File: src/rtl/alu_sequencer.sv
// Sequences one MultiStageALU operation per request: load A, execute into G, read RES back.
// Optional macro ALU_FLAGS_EN: ZERO/NEG track the captured result; otherwise both are tied to 0.
module alu_sequencer #(
    parameter int N = 10
) (
    input  logic         CLKb,
    input  logic         RSTb,
    input  logic         START,
    input  logic [3:0]   FN_IN,
    input  logic [N-1:0] X,
    input  logic [N-1:0] Y,
    output logic         READY,
    output logic         DONE,
    output logic         ERR,
    output logic [N-1:0] RESULT,
    output logic         ZERO,
    output logic         NEG,
    output logic [N-1:0] OP,
    output logic [3:0]   FN,
    output logic         AIN,
    output logic         GIN,
    output logic         GOUT,
    input  logic [N-1:0] ALU_RES
);

    typedef enum logic [2:0] {IDLE, LOADA, EXEC, READ, FIN} state_t;

    state_t       state_reg, state_next;
    logic [3:0]   fn_reg;
    logic [N-1:0] x_reg;
    logic [N-1:0] y_reg;
    logic         err_reg;
    logic [N-1:0] result_reg;
    logic         fn_legal;

    assign fn_legal = (FN_IN >= 4'd2) && (FN_IN <= 4'd11);

    // The ALU shares this falling edge, so every capture here lines up with its own.
    always_ff @(negedge CLKb or negedge RSTb) begin
        if (!RSTb) begin
            state_reg  <= IDLE;
            fn_reg     <= '0;
            x_reg      <= '0;
            y_reg      <= '0;
            err_reg    <= 1'b0;
            result_reg <= '0;
        end else begin
            state_reg <= state_next;
            if (state_reg == IDLE && START) begin
                fn_reg  <= FN_IN;
                x_reg   <= X;
                y_reg   <= Y;
                err_reg <= !fn_legal;
            end
            if (state_reg == READ) begin
                result_reg <= ALU_RES;
            end
        end
    end

`ifdef ALU_FLAGS_EN
    logic zero_reg;
    logic neg_reg;

    always_ff @(negedge CLKb or negedge RSTb) begin
        if (!RSTb) begin
            zero_reg <= 1'b0;
            neg_reg  <= 1'b0;
        end else if (state_reg == READ) begin
            zero_reg <= (ALU_RES == '0);
            neg_reg  <= ALU_RES[N-1];
        end
    end

    assign ZERO = zero_reg;
    assign NEG  = neg_reg;
`else
    assign ZERO = 1'b0;
    assign NEG  = 1'b0;
`endif

    assign RESULT = result_reg;

    // Outputs depend on state only, so a reset drops every strobe immediately.
    always_comb begin
        state_next = state_reg;
        READY      = 1'b0;
        DONE       = 1'b0;
        ERR        = 1'b0;
        AIN        = 1'b0;
        GIN        = 1'b0;
        GOUT       = 1'b0;
        OP         = '0;
        FN         = '0;
        case (state_reg)
            IDLE: begin
                READY = 1'b1;
                if (START) begin
                    state_next = fn_legal ? LOADA : FIN;
                end
            end
            LOADA: begin
                OP         = x_reg;
                AIN        = 1'b1;
                state_next = EXEC;
            end
            EXEC: begin
                OP         = y_reg;
                FN         = fn_reg;
                GIN        = 1'b1;
                state_next = READ;
            end
            READ: begin
                OP         = y_reg;
                FN         = fn_reg;
                GOUT       = 1'b1;
                state_next = FIN;
            end
            FIN: begin
                DONE       = 1'b1;
                ERR        = err_reg;
                state_next = IDLE;
            end
            default: begin
                state_next = IDLE;
            end
        endcase
    end

endmodule

File: config.mk
export PLATFORM = sky130hd
export DESIGN_NAME = alu_sequencer
export DESIGN_NICKNAME = d
export VERILOG_FILES = /design/src/rtl/alu_sequencer.sv
export SDC_FILE = /design/constraint.sdc
export NUM_CORES = 1
export LEC_CHECK = 0
export BUFFER_PORTS_ARGS = -buffer_cell sky130_fd_sc_hd__buf_2
export CAP_MARGIN = 20
export CORE_ASPECT_RATIO = 0.7
export CORE_MARGIN = 2
export CORE_UTILIZATION = 48
export DETAILED_ROUTE_END_ITERATION = 10
export GPL_TIMING_DRIVEN = 0
export MAX_ROUTING_LAYER = met4
export PLACE_DENSITY = 0.77
export SKIP_CTS_REPAIR_TIMING = 1
export SLEW_MARGIN = 20
export SYNTH_ARGS = -nofsm -noshare
export SYNTH_HDL_FRONTEND = slang
export SYNTH_SLANG_ARGS = --single-unit
File: constraint.sdc
create_clock -name CLKb -period 1.9 [get_ports CLKb]
set_input_delay 0 -clock CLKb [delete_from_list [all_inputs] [get_ports CLKb]]
set_output_delay 0 -clock CLKb [all_outputs]
set_load 0.01 [all_outputs]
==> reports/metrics.cfg, run 1 <==
[status]
status=complete, but fails checks
violations=setup timing

[yosys]
ys_ff_latch=38
synth_top_cell_by_area=dfrtn_1
yosysMostFrequentCell=dfrtn_1
synthTopCellsByCount=38 x dfrtn_1, 17 x mux2_2, 13 x nor2_1
yosys_warnings=0
synth-main-ff-cell=dfrtn_1
async_flop_share_pct=100.0
syn-instance-count=128
synth_edf_count=0
ys_top_cells_by_area=dfrtn_1 55%, mux2_2 11%, mux2_4 8.7%
syn_area_mm2=0.001727
syn_avg_cell_area_um2=13.49
yosysUniqueCellTypes=22
ys_seq_area_share_pct=55.07
yosysTopAreaCellShare_pct=55.07

[global_route]
grt_pass1_vias=1255
gr-total-overflow=0
track_usage_pct=20.02
grt_antenna_before_repair=0
grt_max_degree=39
grt_pass1_wl_um=5651

[floorplan]
design.die.area_mm2=0.004101
die_w_um=75.69
initial_core_util_pct=49.46
num_rows=18
core_mm2=0.003491
num_io_pins=69
fp.dieH_um=54.18

[worst_setup_path]
crit_type=reg2out
worstPathArrival_ns=2.40
start_kind=flop
cp.required_ns=1.90
endpoint_kind=output port
crit_fanout=5

[finish]
register_area_um2=950.9
antennaDiodeCount=0
drive_gt1_share_pct=65.91
nets=256
multi_input_comb_area_um2=754.5
design_area_mm2=0.002461
syn_to_final_growth_pct=42.54
n_fill_cell=255

[placement]
place_area_mm2=0.002157
post-dp-hpwl_um=2609
io_buffers=66
gp_congestion=0.7215

[detailed_routing]
viasPerCell=4.744
firstDrtPassIters=4
avgRoutedWirePerCell_um=14.45
wirelength_um=3901
ant_nets=0
drtIter0Drc=70
drc_errors=0
vias=1281

[timing]
report.final.slew_viol_count=0
tightest_slew_ns=0.8161
relSlewSlack_pct=45.59
clock_skew_ns=0.006147
rsz0062_at_grt=yes
finalSetupViolations=20
layout_setup_ws_ns=-0.5040
holdWs_ns=0.4409
hold_viol=0

[cts]
clockBufferDepth=2
cts_buffers=5
cts_tree=done
clkTransAtPathRegs_ns=0.05
cts_num_sinks=38
insertion_delay_ns=0.30
root_buffer=clkbuf_8
htree_levels=2

[power_and_ir_drop]
max-vdd-ir-drop_v=0.0009291
total_power_w=0.004454
p_leak_nw=1.243
p_per_area_mw_per_mm2=1810

[run]
maxCapViolCount=0

[min_path]
hold_class=reg2reg

## metrics by stage
step | util, % | TNS (ns) | setup slack (ns) | std cells
final | 70.50 | -7.915 | -0.5040 | 270
after global routing | 70.50 | -9.486 | -0.5674 | 270
after CTS | 64.41 | -14.12 | -0.6808 | 253
after detailed placement | 61.79 | -15.74 | -0.5247 | 245
after global placement | 61.79 | -14.16 | -0.4833 | 245
after floorplan | - | -4.184 | -0.1812 | 129
## cells by family after synthesis
group | count (synthesis) | synth area share [%]
flops | 38 | 55.07
mux | 34 | 24.35
simple gates | 27 | 8.986
compound gates | 14 | 5.724
buf+inv | 13 | 5.145
xor+xnor | 1 | 0.5073
other cells | 1 | 0.2172
## cells in the final DEF (no fill, tap or decap), drive strengths merged
cell type	instances
xnor2	1
mux2	34
nor2	13
a21oi	2
o21ai	1
clkinv	1
nor4b	1
nor3	2
buf	93
inv	2
nor2b	2
a31o	1
and2	6
dfrtn	38
a22oi	10
nor3b	2
nand3b	1
clkbuf	8
conb	2
## final timing paths
kind                       cells past startpoint    startpoint        end  slack [ns]
max in group asynchronous                      1          RSTb   y_reg[4]        0.72
max reg2reg                                    7  state_reg[1]  fn_reg[2]        0.04
min                                            1      y_reg[8]   y_reg[8]        0.44
min reg2reg                                    1      y_reg[8]   y_reg[8]        0.44
max                                            6  state_reg[0]      OP[2]       -0.50
min in group asynchronous                      1          RSTb  RESULT[0]        0.63
## per-layer routing
metal	wire, um	vias to the layer above	track usage [%]
met5	0	-	-
met4	68	0	8.772
met3	211	4	5.618
met2	1837	41	30.14
met1	1784	614	25.48
li1	-	622	-
## report_power, final
group          internal, W  total, W  switching [W]
clock             0.000293  0.000567       0.000274
combinational      0.00138   0.00240        0.00102
sequential         0.00126   0.00148       0.000219
total              0.00294   0.00445        0.00151
## critical path, cell delays in order, from the launching register on
cell	delay (ns)
dfrtn_1	0.40
buf_6	0.11
nor2b_4	0.16
buf_4	0.15
a22oi_1	0.07
nor2_1	0.11
buf_2	0.15
## layout make-up
type,instances,area share [%]
sequential,38,38.64
multi-input combinational,78,30.66
timing repair buffer,83,19.67
buffer,11,4.474
clock buffer,7,3.508
tap,50,2.542
inverter,2,0.3050
clock inverter,1,0.2034
Power figures use the tool's default switching activity.
==> run 2, diff against run 1 <==
- ABC_AREA: not set -> 1
- SETUP_SLACK_MARGIN: not set -> 0.15
==> run 2 against run 1 <==
Critical path depth unchanged. Critical endpoint is now OP[4]. The run still ends with setup timing left. Largest cell class unchanged. Die area increased by 2.0%. Worst setup slack improved by 0.025 ns.
==> reports/metrics.cfg, run 2 <==
[run]
maxCapViolCount=0  ; unchanged

[yosys]
synth_top_family_by_area=simple AND/OR/NAND/NOR gates
synth_xor_area_share_pct=0  ; -0.51 points
synth_fa_ha_area_share_pct=0  ; unchanged
ys_top_cells_by_area=dfrtn_1 54%, nand2_1 27%, buf_6 3.2%
syn-instance-count=219  ; +71%
syn_area_mm2=0.001764  ; +2.2%
synth.area.mux_share_pct=0  ; -24 points
async_flop_share_pct=100.0  ; unchanged
syn_avg_cell_area_um2=8.056  ; -40%
synthTopCellsByCount=127 x nand2_1, 38 x dfrtn_1, 11 x inv_1
yosysMostFrequentCell=nand2_1
yosys_warnings=0  ; unchanged
yosysTopAreaCellShare_pct=53.90  ; -1.2 points
ys_ff_latch=38  ; unchanged
yosys.area_share.simple_pct=34.04  ; +25 points
synth-main-ff-cell=dfrtn_1
synth_compound_area_share_pct=3.050  ; -2.7 points
synth_top_cell_by_area=dfrtn_1
synth_edf_count=0  ; unchanged
ys_seq_area_share_pct=53.90  ; -1.2 points
yosysUniqueCellTypes=17  ; -23%

[global_route]
track_usage_pct=19.66  ; -0.37 points
grt_pass1_wl_um=5934  ; +5.0%
grt_antenna_before_repair=0  ; unchanged
gr-total-overflow=0  ; unchanged
grt_max_degree=39  ; unchanged
grt_pass1_vias=1365  ; +8.8%

[power_and_ir_drop]
total_power_w=0.004517  ; +1.4%
p_per_area_mw_per_mm2=1732  ; -4.3%
max-vdd-ir-drop_v=0.0008825  ; -5.0%
p_leak_nw=1.500  ; +21%

[worst_setup_path]
crit_top_cell=buf_6
worstPathArrival_ns=2.38  ; -0.02 ns
startpoint=state_reg[1]
r2r-end=RESULT[3]
crit_type=reg2out
reg2reg_from=state_reg[2]
cp.required_ns=1.90  ; about the same
slowest_stage=dfrtn_1
r2r_slack_ns=0.45  ; +0.41 ns
start_kind=flop
crit_chain=nand3_4 -> nand2_4 -> buf_6 -> nand2_1 -> nand2_2 -> buf_6
crit_path_end=OP[4]
endpoint_kind=output port
reg2regPathDepth=9  ; +2
critical-path-max-stage-delay_ns=0.53  ; +0.13 ns
crit_fanout=5  ; unchanged

[floorplan]
die_w_um=76.46  ; +1.0%
fp.dieH_um=54.72  ; +1.0%
design.die.area_mm2=0.004184  ; +2.0%
initial_core_util_pct=50.21  ; +0.75 points
num_io_pins=69  ; unchanged
core_mm2=0.003513  ; +0.65%
num_rows=18  ; unchanged

[status]
violations=setup timing
status=complete, but fails checks

[finish]
final_common_cell=nand2_1
finish.utilization_pct=74.22  ; +3.7 points
multi_input_comb_area_um2=789.5  ; +4.6%
drive_gt1_share_pct=49.84  ; -16 points
nets=347  ; +36%
syn_to_final_growth_pct=47.80
antennaDiodeCount=0  ; unchanged
layout_common_cells=101 x nand2_1, 56 x buf_2, 38 x dfrtn_1, 28 x nand2_2, 22 x buf_6
register_area_um2=950.9  ; unchanged
n_fill_cell=270  ; +5.9%
design_area_mm2=0.002608  ; +5.9%

[cts]
insertion_delay_ns=0.30  ; about the same
root_buffer=clkbuf_8
cts_num_sinks=38  ; unchanged
clkTransAtPathRegs_ns=0.05  ; about the same
htree_levels=2  ; unchanged
cts_buffers=5  ; unchanged
cts_tree=done
clockBufferDepth=2  ; unchanged

[timing]
layout_setup_ws_ns=-0.4788  ; +0.02524 ns
relSlewSlack_pct=45.41  ; -0.18 points
tightest_slew_ns=0.8189  ; +0.002755 ns
report.final.slew_viol_count=0  ; unchanged
finalSetupViolations=20  ; unchanged
clock_skew_ns=0.005091  ; -0.001056 ns
hold_viol=0  ; unchanged
rsz0062_at_grt=yes

[detailed_routing]
vias=1654  ; +29%
ant_nets=0  ; unchanged
avgRoutedWirePerCell_um=11.83  ; -18%
drc_errors=0  ; unchanged
drtIter0Drc=96  ; +37%
firstDrtPassIters=4  ; unchanged
viasPerCell=4.582  ; -3.4%
wirelength_um=4269  ; +9.4%

[min_path]
hold-path-cell-count=2  ; +1
hold_class=reg2reg

[placement]
io_buffers=66  ; unchanged
dp_slack_ns=-0.1841  ; +0.3405 ns
post-dp-hpwl_um=2738  ; +4.9%
gp_congestion=0.7783  ; +7.9%
place_area_mm2=0.002228  ; +3.3%

[run 2: cell types whose count changed after synthesis, sizes merged, moves of 5 or more]
cell,delta
nand2,+132
mux2,-34
inv,+13
a22oi,-10
and2,-6
nand3,+5
[run 2: stage by stage]
step / hold WS [ns] / setup TNS [ns] / cells
2_1_floorplan: 0.4028 / 0 / 220
3_3_place_gp: 0.4139 / -1.876 / 336
3_5_place_dp: 0.4193 / -2.290 / 336
4_1_cts: 0.4205 / -8.203 / 344
5_1_grt: 0.4435 / -9.730 / 361
6_report: 0.4246 / -8.574 / 361
[run 2: cell families after synthesis]
kind of cell,Yosys count
AO/OA/AOI/OAI,7
AND/OR/NAND/NOR,147
other,1
buffers and inverters,26
flip-flops,38
[run 2: layer usage]
metal	global-route usage, %	vias up	routed length [um]
met2	30.38	51	2019
met5	-	-	0
met1	25.05	760	1969
met3	4.785	10	199
li1	-	833	-
met4	9.394	0	80
[run 2: power breakdown]
part,switching [W],total (W),internal [W]
logic,0.00130,0.00244,0.00114
clock network,0.000291,0.000582,0.000292
registers,0.000258,0.00149,0.00123
total,0.00185,0.00452,0.00266
[run 2: cell type report]
class / count / share of cell area, %
Sequential cell: 38 / 36.47
Multi-Input combinational cell: 156 / 30.28
Timing Repair Buffer: 83 / 20.63
Buffer: 11 / 4.223
Clock buffer: 6 / 3.167
Tap cell: 50 / 2.399
Inverter: 15 / 2.351
Clock inverter: 2 / 0.4798
[run 2: how the worst min path moves through the flow]
stage | from | end | slack [ns]
global placement | x_reg[9] | x_reg[9] | 0.41
detailed placement | x_reg[6] | x_reg[6] | 0.42
floorplan | x_reg[0] | x_reg[0] | 0.40
CTS | x_reg[8] | x_reg[8] | 0.42
global route | y_reg[1] | y_reg[1] | 0.44
finish | y_reg[9] | y_reg[9] | 0.42
[run 2: critical path, delay by kind of cell, from the launching register on]
kind          cells  cell delay [ns]
flops             1             0.53
simple gates      4             0.39
buf+inv           2             0.22
==> run 3, diff against run 2 <==
- CORE_MARGIN: 2 -> not set
==> run 3 against run 2 <==
First-iteration DRC count is 40% lower. Via count is 2.6% lower. Global-route usage is 1.8 points higher. Largest cell class unchanged. Wire length is 3.8% lower. Clock skew is 0.0024 ns lower. Critical path depth is 1 higher. Sequential power hardly changed. Worst setup slack worse by 0.011 ns. Combinational power hardly changed. Register-to-register slack hardly changed. Worst hold slack worse by 0.0059 ns. Non-clock buffer count is 1 lower. The run still ends with setup timing left.
==> reports/metrics.cfg, run 3 (synthesized netlist as in run 2, its figures left out) <==
[placement]
dp_slack_ns=-0.1472  ; +0.03697 ns
post-dp-hpwl_um=2515  ; -8.1%
dp.cells=336  ; unchanged
io_buffers=66  ; unchanged
gp_congestion=0.7532  ; -3.2%

[cts]
cts_buffers=5  ; unchanged
htree_levels=2  ; unchanged
clockBufferDepth=2  ; unchanged
root_buffer=clkbuf_8
clkTransAtPathRegs_ns=0.05  ; about the same
insertion_delay_ns=0.29  ; about the same
cts_tree=done
cts_num_sinks=38  ; unchanged

[timing]
setup_tns_ns=-8.422  ; +0.1520 ns
finalSetupViolations=20  ; unchanged
hold_viol=0  ; unchanged
relSlewSlack_pct=44.45  ; -0.95 points
rsz0062_at_grt=yes
tightest_slew_ns=0.8332  ; +0.01430 ns
clock_skew_ns=0.002684  ; -0.002407 ns
report.final.slew_viol_count=0  ; unchanged
holdWs_ns=0.4187  ; -0.005892 ns
layout_setup_ws_ns=-0.4900  ; -0.01126 ns

[finish]
finish.utilization_pct=73.58  ; -0.64 points
final_common_cell=nand2_1
syn_to_final_growth_pct=46.52
drive_gt1_share_pct=47.10  ; -2.7 points
nets=346  ; -0.29%
antennaDiodeCount=0  ; unchanged
layout_common_cells=109 x nand2_1, 55 x buf_2, 38 x dfrtn_1, 24 x buf_6, 21 x nand2_2
stdcell_count=360  ; -0.28%
n_fill_cell=289  ; +7.0%

[worst_setup_path]
start_kind=flop
worstPathArrival_ns=2.39  ; about the same
reg2regPathDepth=9  ; unchanged
cp.required_ns=1.90  ; about the same
endpoint_kind=output port
crit_fanout=5  ; unchanged
crit_type=reg2out

[floorplan]
num_rows=18  ; unchanged
fp.dieH_um=52.72  ; -3.7%
design.die.area_mm2=0.003926  ; -6.2%
num_io_pins=69  ; unchanged
core_mm2=0.003513  ; unchanged
initial_core_util_pct=50.21  ; unchanged
die_w_um=74.46  ; -2.6%

[detailed_routing]
firstDrtPassIters=4  ; unchanged
drc_errors=0  ; unchanged
avgRoutedWirePerCell_um=11.40  ; -3.6%
ant_nets=0  ; unchanged
viasPerCell=4.475  ; -2.3%
wirelength_um=4105  ; -3.8%
drtIter0Drc=58  ; -40%
vias=1611  ; -2.6%

[status]
status=complete, but fails checks
violations=setup timing

[global_route]
track_usage_pct=21.41  ; +1.8 points
grt_pass1_vias=1296  ; -5.1%
grt_max_degree=39  ; unchanged
grt_antenna_before_repair=0  ; unchanged
gr-total-overflow=0  ; unchanged
grt_pass1_wl_um=5733  ; -3.4%

[power_and_ir_drop]
max-vdd-ir-drop_v=0.001141  ; +29%
p_per_area_mw_per_mm2=1734  ; +0.10%
p_leak_nw=1.473  ; -1.8%

[min_path]
hold-path-cell-count=2  ; unchanged
hold_class=reg2reg

[run]
maxCapViolCount=0  ; unchanged

## run 3: stage by stage
step                power (W)  instance area, um^2
floorplan            0.002736                 1836
global placement     0.003274                 2228
detailed placement   0.003319                 2228
CTS                  0.003921                 2323
global route         0.004820                 2585
finish               0.004482                 2585
## run 3: power by group
part           total [W]  switching, W  internal (W)
sequential       0.00147      0.000232       0.00123
combinational    0.00244       0.00130       0.00114
clock           0.000580      0.000288      0.000292
total            0.00448       0.00182       0.00267
## run 3: cell type report
type | instances | area (um^2) | area share, %
Sequential cell | 38 | 950.9 | 36.79
Buffer | 11 | 110.1 | 4.259
Inverter | 15 | 61.31 | 2.372
Multi-Input combinational cell | 156 | 764.5 | 29.57
Tap cell | 50 | 62.56 | 2.420
Clock inverter | 2 | 12.51 | 0.4840
Clock buffer | 6 | 82.58 | 3.195
Timing Repair Buffer | 82 | 540.5 | 20.91
## run 3: routing by layer
metal	up-vias	global-route usage (%)	wire, um
met3	2	7.692	196
met5	-	-	0
li1	827	-	-
met2	44	30.63	1915
met4	0	8.491	22
met1	738	27.77	1971
## run 3: path summary, 6_finish.rpt
path	from	endpoint	slack, ns
max in group asynchronous	RSTb	RESULT[0]	0.71
max	state_reg[0]	OP[1]	-0.49
min reg2reg	y_reg[4]	y_reg[4]	0.42
min	y_reg[4]	y_reg[4]	0.42
max reg2reg	state_reg[2]	RESULT[4]	0.44
min in group asynchronous	RSTb	y_reg[3]	0.64
## run 3: worst max-delay path, stage by stage, from the launching register on
cell	delay, ns
dfrtn_1	0.47
buf_6	0.12
nand3_4	0.09
nand2_4	0.11
buf_6	0.13
nand2_1	0.07
nand2_2	0.07
buf_6	0.09
